**src/rtl/fas_pkg.sv**
```systemverilog
// fas_pkg: shared FFT frame constants and types
package fas_pkg;
  localparam int FFT_N = 16;
  localparam int FFT_IDX_W = 4;
  localparam int FFT_DW = 32;
  typedef logic signed [FFT_DW-1:0] fft_bin_t;
  typedef fft_bin_t fft_frame_t [FFT_N];
endpackage

```
**src/rtl/p2s_frame_buf.sv**
```systemverilog
// p2s_frame_buf: one frame register bank with parallel load and indexed read
module p2s_frame_buf
  import fas_pkg::*;
#(
  parameter int DW = FFT_DW
) (
  input  logic                 clk,
  input  logic                 load,
  input  logic [DW-1:0]        wr_d [FFT_N],
  input  logic [FFT_IDX_W-1:0] rd_idx,
  output logic [DW-1:0]        rd_d
);
  logic [DW-1:0] mem [FFT_N];
  always_ff @(posedge clk)
    if (load) mem <= wr_d;
  assign rd_d = mem[rd_idx];
endmodule

```
**src/rtl/fft_p2s.sv**
```systemverilog
// fft_p2s: ping-pong parallel-to-serial drain of 16-bin FFT frames
module fft_p2s
  import fas_pkg::*;
#(
  parameter int DW = FFT_DW,
  parameter int CNT_W = 8
) (
  input  logic                 clk,
  input  logic                 rst,
  input  logic                 fft_valid,
  input  logic [DW-1:0]        fft_d0,
  input  logic [DW-1:0]        fft_d1,
  input  logic [DW-1:0]        fft_d2,
  input  logic [DW-1:0]        fft_d3,
  input  logic [DW-1:0]        fft_d4,
  input  logic [DW-1:0]        fft_d5,
  input  logic [DW-1:0]        fft_d6,
  input  logic [DW-1:0]        fft_d7,
  input  logic [DW-1:0]        fft_d8,
  input  logic [DW-1:0]        fft_d9,
  input  logic [DW-1:0]        fft_d10,
  input  logic [DW-1:0]        fft_d11,
  input  logic [DW-1:0]        fft_d12,
  input  logic [DW-1:0]        fft_d13,
  input  logic [DW-1:0]        fft_d14,
  input  logic [DW-1:0]        fft_d15,
  input  logic                 out_ready,
  output logic                 out_valid,
  output logic [DW-1:0]        out_d,
  output logic [FFT_IDX_W-1:0] out_idx,
  output logic                 out_last,
  output logic                 drop,
  output logic [CNT_W-1:0]     drop_cnt
);
  logic [DW-1:0] frame [FFT_N];
  logic [DW-1:0] rd0, rd1;
  logic [1:0] pending;
  logic [FFT_IDX_W-1:0] idx;
  logic wr_sel, rd_sel, xfer, rel, free, acc, rej;
  assign frame = '{fft_d0, fft_d1, fft_d2, fft_d3, fft_d4, fft_d5, fft_d6, fft_d7,
                   fft_d8, fft_d9, fft_d10, fft_d11, fft_d12, fft_d13, fft_d14, fft_d15};
  assign out_valid = pending != 2'd0;
  assign xfer = out_valid && out_ready;
  assign rel = xfer && idx == FFT_IDX_W'(FFT_N - 1);
  // releasing the oldest frame this cycle frees its slot for a coincident arrival
  assign free = pending < 2'd2 || rel;
  assign acc = fft_valid && free && !rst;
  assign rej = fft_valid && !free;
  p2s_frame_buf #(.DW(DW)) u_buf0 (
    .clk(clk), .load(acc && !wr_sel), .wr_d(frame), .rd_idx(idx), .rd_d(rd0)
  );
  p2s_frame_buf #(.DW(DW)) u_buf1 (
    .clk(clk), .load(acc && wr_sel), .wr_d(frame), .rd_idx(idx), .rd_d(rd1)
  );
  assign out_d = out_valid ? (rd_sel ? rd1 : rd0) : '0;
  assign out_idx = idx;
  assign out_last = out_valid && idx == FFT_IDX_W'(FFT_N - 1);
  always_ff @(posedge clk) begin
    if (rst) begin
      pending <= '0;
      idx <= '0;
      wr_sel <= 1'b0;
      rd_sel <= 1'b0;
      drop <= 1'b0;
      drop_cnt <= '0;
    end else begin
      pending <= pending + 2'(acc) - 2'(rel);
      if (xfer) idx <= idx + FFT_IDX_W'(1);
      if (rel) rd_sel <= ~rd_sel;
      if (acc) wr_sel <= ~wr_sel;
      drop <= rej;
      if (rej && drop_cnt != '1) drop_cnt <= drop_cnt + CNT_W'(1);
    end
  end
endmodule

```
**config.mk**
```make
export PLATFORM = sky130hd
export DESIGN_NAME = fft_p2s
export DESIGN_NICKNAME = d
export VERILOG_FILES = /design/src/rtl/fas_pkg.sv /design/src/rtl/p2s_frame_buf.sv /design/src/rtl/fft_p2s.sv
export SDC_FILE = /design/constraint.sdc
export NUM_CORES = 1
export LEC_CHECK = 0
export BUFFER_PORTS_ARGS = -buffer_cell sky130_fd_sc_hd__buf_2
export CAP_MARGIN = 20
export CORE_MARGIN = 2
export CORE_UTILIZATION = 57
export CTS_CLUSTER_SIZE = 14
export DETAILED_ROUTE_END_ITERATION = 10
export MAX_ROUTING_LAYER = met4
export PLACE_DENSITY = 0.78
export SLEW_MARGIN = 20
export SYNTH_ARGS = -nofsm -noshare
export SYNTH_HDL_FRONTEND = slang
export SYNTH_SLANG_ARGS = --single-unit
```
**constraint.sdc**
```tcl
create_clock -name clk -period 38.6 [get_ports clk]
set_input_delay 7.72 -clock clk [delete_from_list [all_inputs] [get_ports clk]]
set_output_delay 7.72 -clock clk [all_outputs]
set_load 0.05 [all_outputs]
```
# Yosys cells after proc, flatten, opt, wreduce, memory -nomap -nowiden
# Index checks and enable logic that the tools add are counted.
op_classes:
  magnitude_cmp: 2
  eq_ne: 2
  addsub: 4
  n_reduce_logical: 14
  muxes: 8
  n_bitwise: 3
op_table:
  columns: ["cell", "count"]
  rows:
  - ["32-bit binary-select mux with 4-bit select", 2]
  - ["32-bit two-way mux", 6]
  - ["1-bit logical AND", 9]
  - ["8-bit by 1-bit adder with 8-bit output (second input constant)", 1]
  - ["8-bit != test (second input constant)", 1]
  - ["5-bit >= comparator (second input constant)", 1]
  - ["4-bit NOT with 5-bit output", 1]
  - ["4-bit by 1-bit adder with 4-bit output (second input constant)", 1]
  - ["4-bit equality test (second input constant)", 1]
  - ["1-bit logical NOT", 3]
  - ["2-bit by 1-bit adder with 2-bit output", 1]
  - ["2-bit < comparator (second input constant)", 1]
  - ["1-bit NOT", 2]
  - ["2-bit nonzero test", 1]
  - ["2-bit by 1-bit subtractor with 2-bit output", 1]
  - ["1-bit logical OR", 1]
word_totals:
  inputBits: 516
  regBits: 1041

# Logic depth before layout (Yosys ltp)
# Gate-level depths: netlist of run 1.
logic_depth:
  depth_word: 8
  depth_mapped: 11
  mapped_depth_nobuf: 10

# Hierarchy
# Synthesis of run 1 repeated with hierarchy kept, for this count alone.
unflattened:
  hier_cells: 1734
  hier_area_um2: 39562.9
by_module_without_submodules:
  columns: ["module", "area_each_um2", "cells_each", "seq_area_each_um2", "instances"]
  rows:
  - ["p2s_frame_buf", 19103.3, 783, 15374.7, 2]
  - ["fft_p2s", 1356.3, 168, 340.3, 1]

# Least setup slack after synthesis of run 1
# Ideal clock, no wire load.
synth_path:
  path_kind: "input to register"
  startpoint: "in rst"
  endpoint: "reg u_buf0.mem[0] in the netlist's numbering (enable)"
  slack_ns: 7.709
  setup_ns: 1.398
  arrival_time_ns: 29.493
  cell_stages: 5
  required_time_ns: 37.202
  path_cell_list: "clkbuf_1 -> nand2b_1 -> a21oi_1 -> inv_1 -> nor2_1"
synth_via:
  elab_chain_cells: 3
synth_lines:
  columns: ["item", "line", "rtl"]
  rows:
  - ["start, declared", "fft_p2s.sv:9", "input logic rst,"]
  - ["1-bit logical NOT", "fft_p2s.sv:47", "assign acc = fft_valid && free && !rst;"]
  - ["1-bit logical AND", "fft_p2s.sv:47", null]
  - ["1-bit logical AND", "fft_p2s.sv:50", ".clk(clk), .load(acc && !wr_sel), .wr_d(frame), .rd_idx(idx), .rd_d(rd0)"]
  - ["named net u_buf0.load", "p2s_frame_buf.sv:8", "input logic load,"]
  - ["end signal, assigned", "p2s_frame_buf.sv:15", "if (load) mem <= wr_d;"]
  - ["end, declared", "p2s_frame_buf.sv:13", "logic [DW-1:0] mem [FFT_N];"]
# The timed path passes the listed nets, and every way through them passes these cells.
# A chain may end at the register's enable or synchronous reset.

# Worst setup path after layout of run 1
layout_path:
  startpoint: "reg idx[0] (netlist: out_idx[0])"
  endpoint: "out out_d[31]"
layout_via:
  elab_chain_cells: 6
  word_cells_on_any_way: 9
  cone_classes: "mux: 8; bitwise: 1"
layout_lines:
  columns: ["item", "line", "rtl"]
  rows:
  - ["start, declared", "fft_p2s.sv:38", "logic [FFT_IDX_W-1:0] idx;"]
  - ["start signal, assigned", "fft_p2s.sv:68", "if (xfer) idx <= idx + FFT_IDX_W'(1);"]
  - ["4-bit NOT with 5-bit output (implied by the code) *", "p2s_frame_buf.sv:16", "assign rd_d = mem[rd_idx];"]
  - ["32-bit binary-select mux with 4-bit select", "p2s_frame_buf.sv:16", null]
  - ["32-bit two-way mux (implied by the code) (2 in a row)", "p2s_frame_buf.sv:16", null]
  - ["32-bit two-way mux * (2 in a row)", "fft_p2s.sv:55", "assign out_d = out_valid ? (rd_sel ? rd1 : rd0) : '0;"]
  - ["end, declared", "fft_p2s.sv:29", "output logic [DW-1:0] out_d,"]
# Mark *: on every way between the ends. The rest lies on a longest branch, timed or not. The select of a mux whose other input is x is not followed.

==> results.yml, run 1 <==
status:
  status: "completed"
placed_design:
  dp_slack_ps: 26200
  io_buffers: 562
  gp_congestion: 0.9023
  dpl.hpwl_um: 74610
  placed_area_sq_um: 43940
final_layout:
  final_common_cell: "edfxtp_1"
  nNetsFinal: 3073
  syn2layout_area_growth_pct: 16.89
  final_cell_mix: "1024 x edfxtp_1, 562 x buf_2, 257 x mux2i_1"
  final_area_sq_um: 47340
  final_layout_size_suffix_gt1_frac: 0.3600
synthesis:
  synth_fa_ha_area_frac: 0.001236
  async_flop_share: 0
  synth_area_sq_um: 40500
  synthSimpleGateAreaFrac: 0.01242
  synth_xor_area_frac: 0.001730
  synth_top_family_by_area: "multiplexers"
  yosysSeqAreaShare: 0.7677
  synth_edf_count: 1024
  synth_cells: 1980
  yosys_warnings: 0
  yosysUniqueCellTypes: 43
  synth_top_area_frac: 0.7593
  synth_fp_nets: 2500
  ys_ff_latch: 1041
  synth_ff_type: "edfxtp_1"
  post-synth-top-area-cell: "edfxtp_1"
  synthMuxAreaShare: 0.1436
  synthTopCellsByArea: "edfxtp_1 76%, mux4_2 7.1%, mux2i_1 6.4%, a221oi_2 1.2%, mux2_2 0.89%"
  avgSynthCellArea_sq_um: 20.45
  synth_compound_area_frac: 0.05067
setup_path:
  path_max_fanout: 110
  path_class: "flop to output pin"
  arrival_ps: 4540
  r2r-end: "u_buf1.mem[257]"
  r2r_start: "out_idx[0]"
  worstRegToRegCells: 8
  required_ps: 30880
  startpoint_type: "flop"
  reg2reg_setup_slack_ps: 32050
  endpoint_kind: "output pin"
clocking:
  numCtsBuffers: 99
  clock_sinks: 1041
  cts_tree: "yes"
  post_cts_buffers: 0
  clk_pin_slew_ps: 60
  cts.repair.resized: 0
  root_buffer: "clkbuf_16"
  cts_max_level: 3
  cts_hold_buffers: 0
  clock_latency_ps: 680
  cts_buffer_depth: 3
global_routing:
  antenna_found_initial: 52
  top_usage_layer: "met2"
  use_met2: 0.5312
  grt_use_met1: 0.3377
  overflow: 0
  use_met3: 0.07438
  grt_max_degree: 209
  track_usage: 0.3045
  grt_pass1_wl_um: 153900
  grt_pass1_vias: 22990
power_and_ir_drop:
  p_leak_nw: 15.69
  ir_worst_vdd_v: 0.00003850
  powerDensity_nw_per_um2: 51.01
  finalPower_mw: 2.415
route:
  dr.pass1.iters: 7
  drtIter0Drc: 2763
  wl_um: 109600
  drtAntennaViolNets: 0
  dr_total_vias: 22000
  drc_errors: 0
  via_per_inst: 6.051
  wl_per_cell_um: 30.15
sta:
  tns_ps: 0
  max-slew-margin-rel: 0.2331
  worst_pin_slew_ps: 1150
  finalSetupViolCount: 0
  slew_viol_final: 0
  final.period_utilization: 0.3177
  fin_worst_skew_ps: 30.61
  fmax_ghz: 0.08153
  rsz0062_at_grt: "no"
  min_period_ps: 12260
  hold_violations: 0
  setup_slack_ps: 26340
min_path:
  whs_endpoint: "drop_cnt[5]"
  worstHoldStart: "drop_cnt[5]"
  min_path_type: "flop to flop"
  whs_path_depth: 2
flow_run:
  drv_cap: 0
floorplan:
  rows: 97
  die_y_um: 270.5
  die_area_sq_um: 73190
  initial_core_util: 0.5773
  die_w_um: 270.5
  ios: 563
  core_sq_um: 70150
## flip-flops by register name, indices dropped and copies added (netlist names)
register	flops
u_buf1.mem	512
out_idx	4
wr_sel	1
u_buf0.mem	512
pending	2
drop	1
drop_cnt	8
rd_sel	1
## where the power goes
part           switching [mW]  leakage (nW)  internal, mW
clock network           0.416          1.58         0.538
registers              0.0120          9.54          1.29
logic                  0.0989          4.57        0.0595
total                   0.527          15.7          1.89
## worst max path at each step
stage | from | to | slack, ps
after floorplan | rst | u_buf0.mem[0] | 7710
after global placement | out_ready | u_buf1.mem[320] | 26340
after detailed placement | out_ready | u_buf1.mem[424] | 26200
after CTS | out_idx[0] | out_d[31] | 26190
after global routing | out_idx[0] | out_d[31] | 26030
final | out_idx[0] | out_d[31] | 26340
## final cells by class
cell class                 count  area, sq um
fill                        4620        22810
timing repair buffer         593         3115
inverter                       6        25.02
sequential                  1041        31100
clock inverter                70        644.4
antenna                       60        150.1
multi-input combinational    812         8559
tap                          940         1176
clock buffer                 114         2564
## synth_stat cells (2+ instances only)
master / instances
edfxtp_1: 1024
mux2i_1: 257
mux4_2: 128
a21oi_1: 71
nand2_1: 68
clkbuf_1: 40
a221oi_2: 33
a22oi_1: 32
a31oi_1: 32
mux2_2: 32
o21ai_1: 32
o221ai_1: 32
a221oi_1: 31
buf_6: 31
buf_2: 26
dfxtp_1: 17
buf_4: 14
nor2_1: 13
nand3_1: 7
buf_8: 5
inv_1: 5
nand4_1: 5
o21ai_0: 5
buf_12: 4
ha_1: 4
or3_1: 4
xnor2_1: 4
xor2_1: 4
and2_1: 3
nor2b_1: 3
nor2_2: 2
## cell families (layout without fill, tap and decap cells)
family / Yosys count / count (layout)
multiplexers: 417 / 417
adder cells (fa/ha/maj): 4 / 4
flip-flops: 1041 / 1041
AND/OR/NAND/NOR: 112 / 112
AO/OA/AOI/OAI: 271 / 271
buffers and inverters: 127 / 783
other: 0 / 60
XOR/XNOR: 8 / 8
## routing by layer
metal / wire length (um) / up-vias
met4: 4224 / 0
met3: 9391 / 191
li1: - / 9468
met1: 36990 / 11260
met5: 0 / -
met2: 59040 / 1082
## metrics by stage
step	instances	hold slack (ps)	util
finish	3636	546.6	0.6748
global route	3620	583.6	0.6742
CTS	3575	536.0	0.6722
detailed placement	3391	527.5	0.6264
global placement	3391	505.2	0.6263
floorplan	1980	498.4	-
## critical path: stages (launching register included)
cell	delay, ps
dfxtp_4	640
buf_12	620
buf_4	710
mux2i_1	170
o221ai_1	410
a21oi_1	100
a221oi_2	510
buf_2	420
Note: power is estimated with default switching activity, not from simulation.
==> inputs of run 2 (changes only) <==
==> constraint.sdc (replaced) <==
create_clock -name clk -period 12.1 [get_ports clk]
set_input_delay 2.42 -clock clk [delete_from_list [all_inputs] [get_ports clk]]
set_output_delay 2.42 -clock clk [all_outputs]
set_load 0.05 [all_outputs]
==> run 2 against run 1 <==
  * First-iteration DRC count fell by 7.8%
  * Sequential share of layout area up 0.066 points
  * Final cell count rose by 0.19%
  * Critical path depth is the same
  * Global-route usage is 0.15 points lower
  * Utilization is 0.068 points lower
  * Setup slack worse by 22000 ps
  * Die area unchanged
  * Via count about the same
  * Wire length is 0.88% lower
  * Power grew to 3.2 times the previous value
==> results.yml, run 2 (synthesis gave the netlist of run 1 again) <==
final_layout:
  multiInputGateArea_sq_um: 8552
  final_cell_mix: "1024 x edfxtp_1, 562 x buf_2, 257 x mux2i_1"
  syn2layout_area_growth_pct: 16.77
  fill_cells: 4615
  fin_util: 0.6741
  regArea_sq_um: 31100
  final_layout_size_suffix_gt1_frac: 0.3553
  fin_cells: 3643
  nNetsFinal: 3078
  reg_top3: "u_buf0.mem (512), u_buf1.mem (512), drop_cnt (8)"
  final_common_cell: "edfxtp_1"
setup_path:
  cpPeakStageDelay_ps: 960
  slowest_stage: "buf_4"
  cp_common_cell: "buf_4"
  path_class: "flop to output pin"
  path_max_fanout: 62
  required_ps: 9680
  endpoint_kind: "output pin"
  startpoint_type: "flop"
  crit_chain: "buf_4 -> buf_4 -> mux2i_1 -> a22oi_1 -> a31oi_1 -> a221oi_2 -> buf_2"
  arrival_ps: 4970
route:
  dr.max_layer_used: "met4"
  dr.pass1.iters: 6
  wl_met2_um: 57800
  via_per_inst: 6.035
  drtIter0Drc: 2547
  wl_um: 108700
  m1WireLength_um: 36000
  drc_errors: 0
  drtAntennaViolNets: 0
  dr_total_vias: 21990
  dr_wl_met3_um: 9715
  wl_per_cell_um: 29.83
sta:
  setup_slack_ps: 4708
  max-slew-margin-rel: 0.2337
  rsz0062_at_grt: "no"
  min_period_ps: 7392
  final.period_utilization: 0.6109
  hold_violations: 0
  finalSetupViolCount: 0
  fin_worst_skew_ps: 18.09
  slew_viol_final: 0
  tns_ps: 0
  fmax_ghz: 0.1353
  worst_pin_slew_ps: 1149
clocking:
  root_buffer: "clkbuf_16"
  cts_buffer_depth: 3
  cts_tree: "yes"
  clock_latency_ps: 650
  clock_sinks: 1041
  cts.repair.resized: 0
  numCtsBuffers: 103
  cts_max_level: 3
  clk_pin_slew_ps: 60
  post_cts_buffers: 0
  cts_hold_buffers: 0
global_routing:
  grt_pass1_wl_um: 152800
  grt_pass1_vias: 22980
  overflow: 0
  track_usage: 0.3030
  grt_max_degree: 172
  antenna_found_initial: 61
min_path:
  min_path_type: "flop to flop"
power_and_ir_drop:
  switching_share: 0.2149
  intPower_mw: 6.019
  p_seq_frac: 0.542
  finalPower_mw: 7.667
  powerDensity_nw_per_um2: 162.1
  power.share.combinational: 0.066
  ir_worst_vdd_v: 0.0001312
  pwr-share-clk: 0.392
  p_leak_nw: 15.67
  netSwitchingPower_mw: 1.648
status:
  status: "completed"
floorplan:
  die_area_sq_um: 73190
  die_y_um: 270.5
  rows: 97
  core_sq_um: 70150
  initial_core_util: 0.5773
  die_w_um: 270.5
  ios: 563
placed_design:
  dp_slack_ps: 5440
  gp_congestion: 0.9649
  dp.cells: 3392
  dpl.hpwl_um: 74860
  io_buffers: 562
flow_run:
  drv_cap: 0
==> run 2: cell types whose count changed in the layout (fill, tap and decap cells not counted), moves of 2 or more <==
cell,change
clkbuf_1,+21
clkinv_2,-7
clkbuf_16,+5
clkinv_1,-4
buf_6,+3
bufinv_16,-3
clkbuf_8,-3
clkinv_8,-3
inv_16,+3
buf_12,-2
clkinv_16,-2
==> run 2: final timing paths <==
kind | to | from | cells past startpoint | slack (ps)
hold / removal | drop_cnt[6] | drop_cnt[6] | 2 | 550
hold reg to reg | drop_cnt[6] | drop_cnt[6] | 2 | 550
setup reg to reg | u_buf1.mem[231] | out_idx[0] | 6 | 7080
setup / recovery | out_d[10] | out_idx[1] | 7 | 4710
==> run 2: stage by stage <==
step / area, sq um / hold slack, ps
floorplan: 40510 / 535.2
global placement: 43920 / 488.6
detailed placement: 43920 / 522.7
CTS: 47090 / 536.8
global route: 47260 / 576.2
finish: 47290 / 554.7
==> run 2: metal layers <==
metal  track usage  up-vias
li1              -     9487
met1        0.3282    11150
met2        0.5242     1137
met3       0.08458      208
met4        0.1268        0
met5             -        -
==> run 2: final cells by class <==
| cell class | count | area share |
|---|---|---|
| clock buffers | 137 | 0.05765 |
| clock inverters | 53 | 0.009472 |
| well taps | 940 | 0.02487 |
| flip-flops and latches | 1041 | 0.6577 |
| multi-input cells | 812 | 0.1808 |
| inverters | 6 | 0.0005292 |
| repair buffers | 594 | 0.06575 |
| diodes | 60 | 0.003175 |
==> run 2: power by group through the flow <==
| stage | Clock, mW | Combinational, mW | Sequential, mW |
|---|---|---|---|
| 4_1_cts | 3.04 | 0.505 | 4.16 |
| 5_1_grt | 3.18 | 0.533 | 4.16 |
| 3_5_place_dp | 0 | 0.504 | 4.23 |
| 6_report | 3.01 | 0.503 | 4.16 |
| 2_1_floorplan | 0 | 0.289 | 4.25 |
| 3_3_place_gp | 0 | 0.489 | 4.22 |
==> run 2: critical path, delay by kind of cell (launching register included) <==
| kind | cells | cell delay [ps] |
|---|---|---|
| mux | 1 | 170 |
| compound gates | 3 | 1010 |
| flops | 1 | 780 |
| buf+inv | 3 | 2280 |
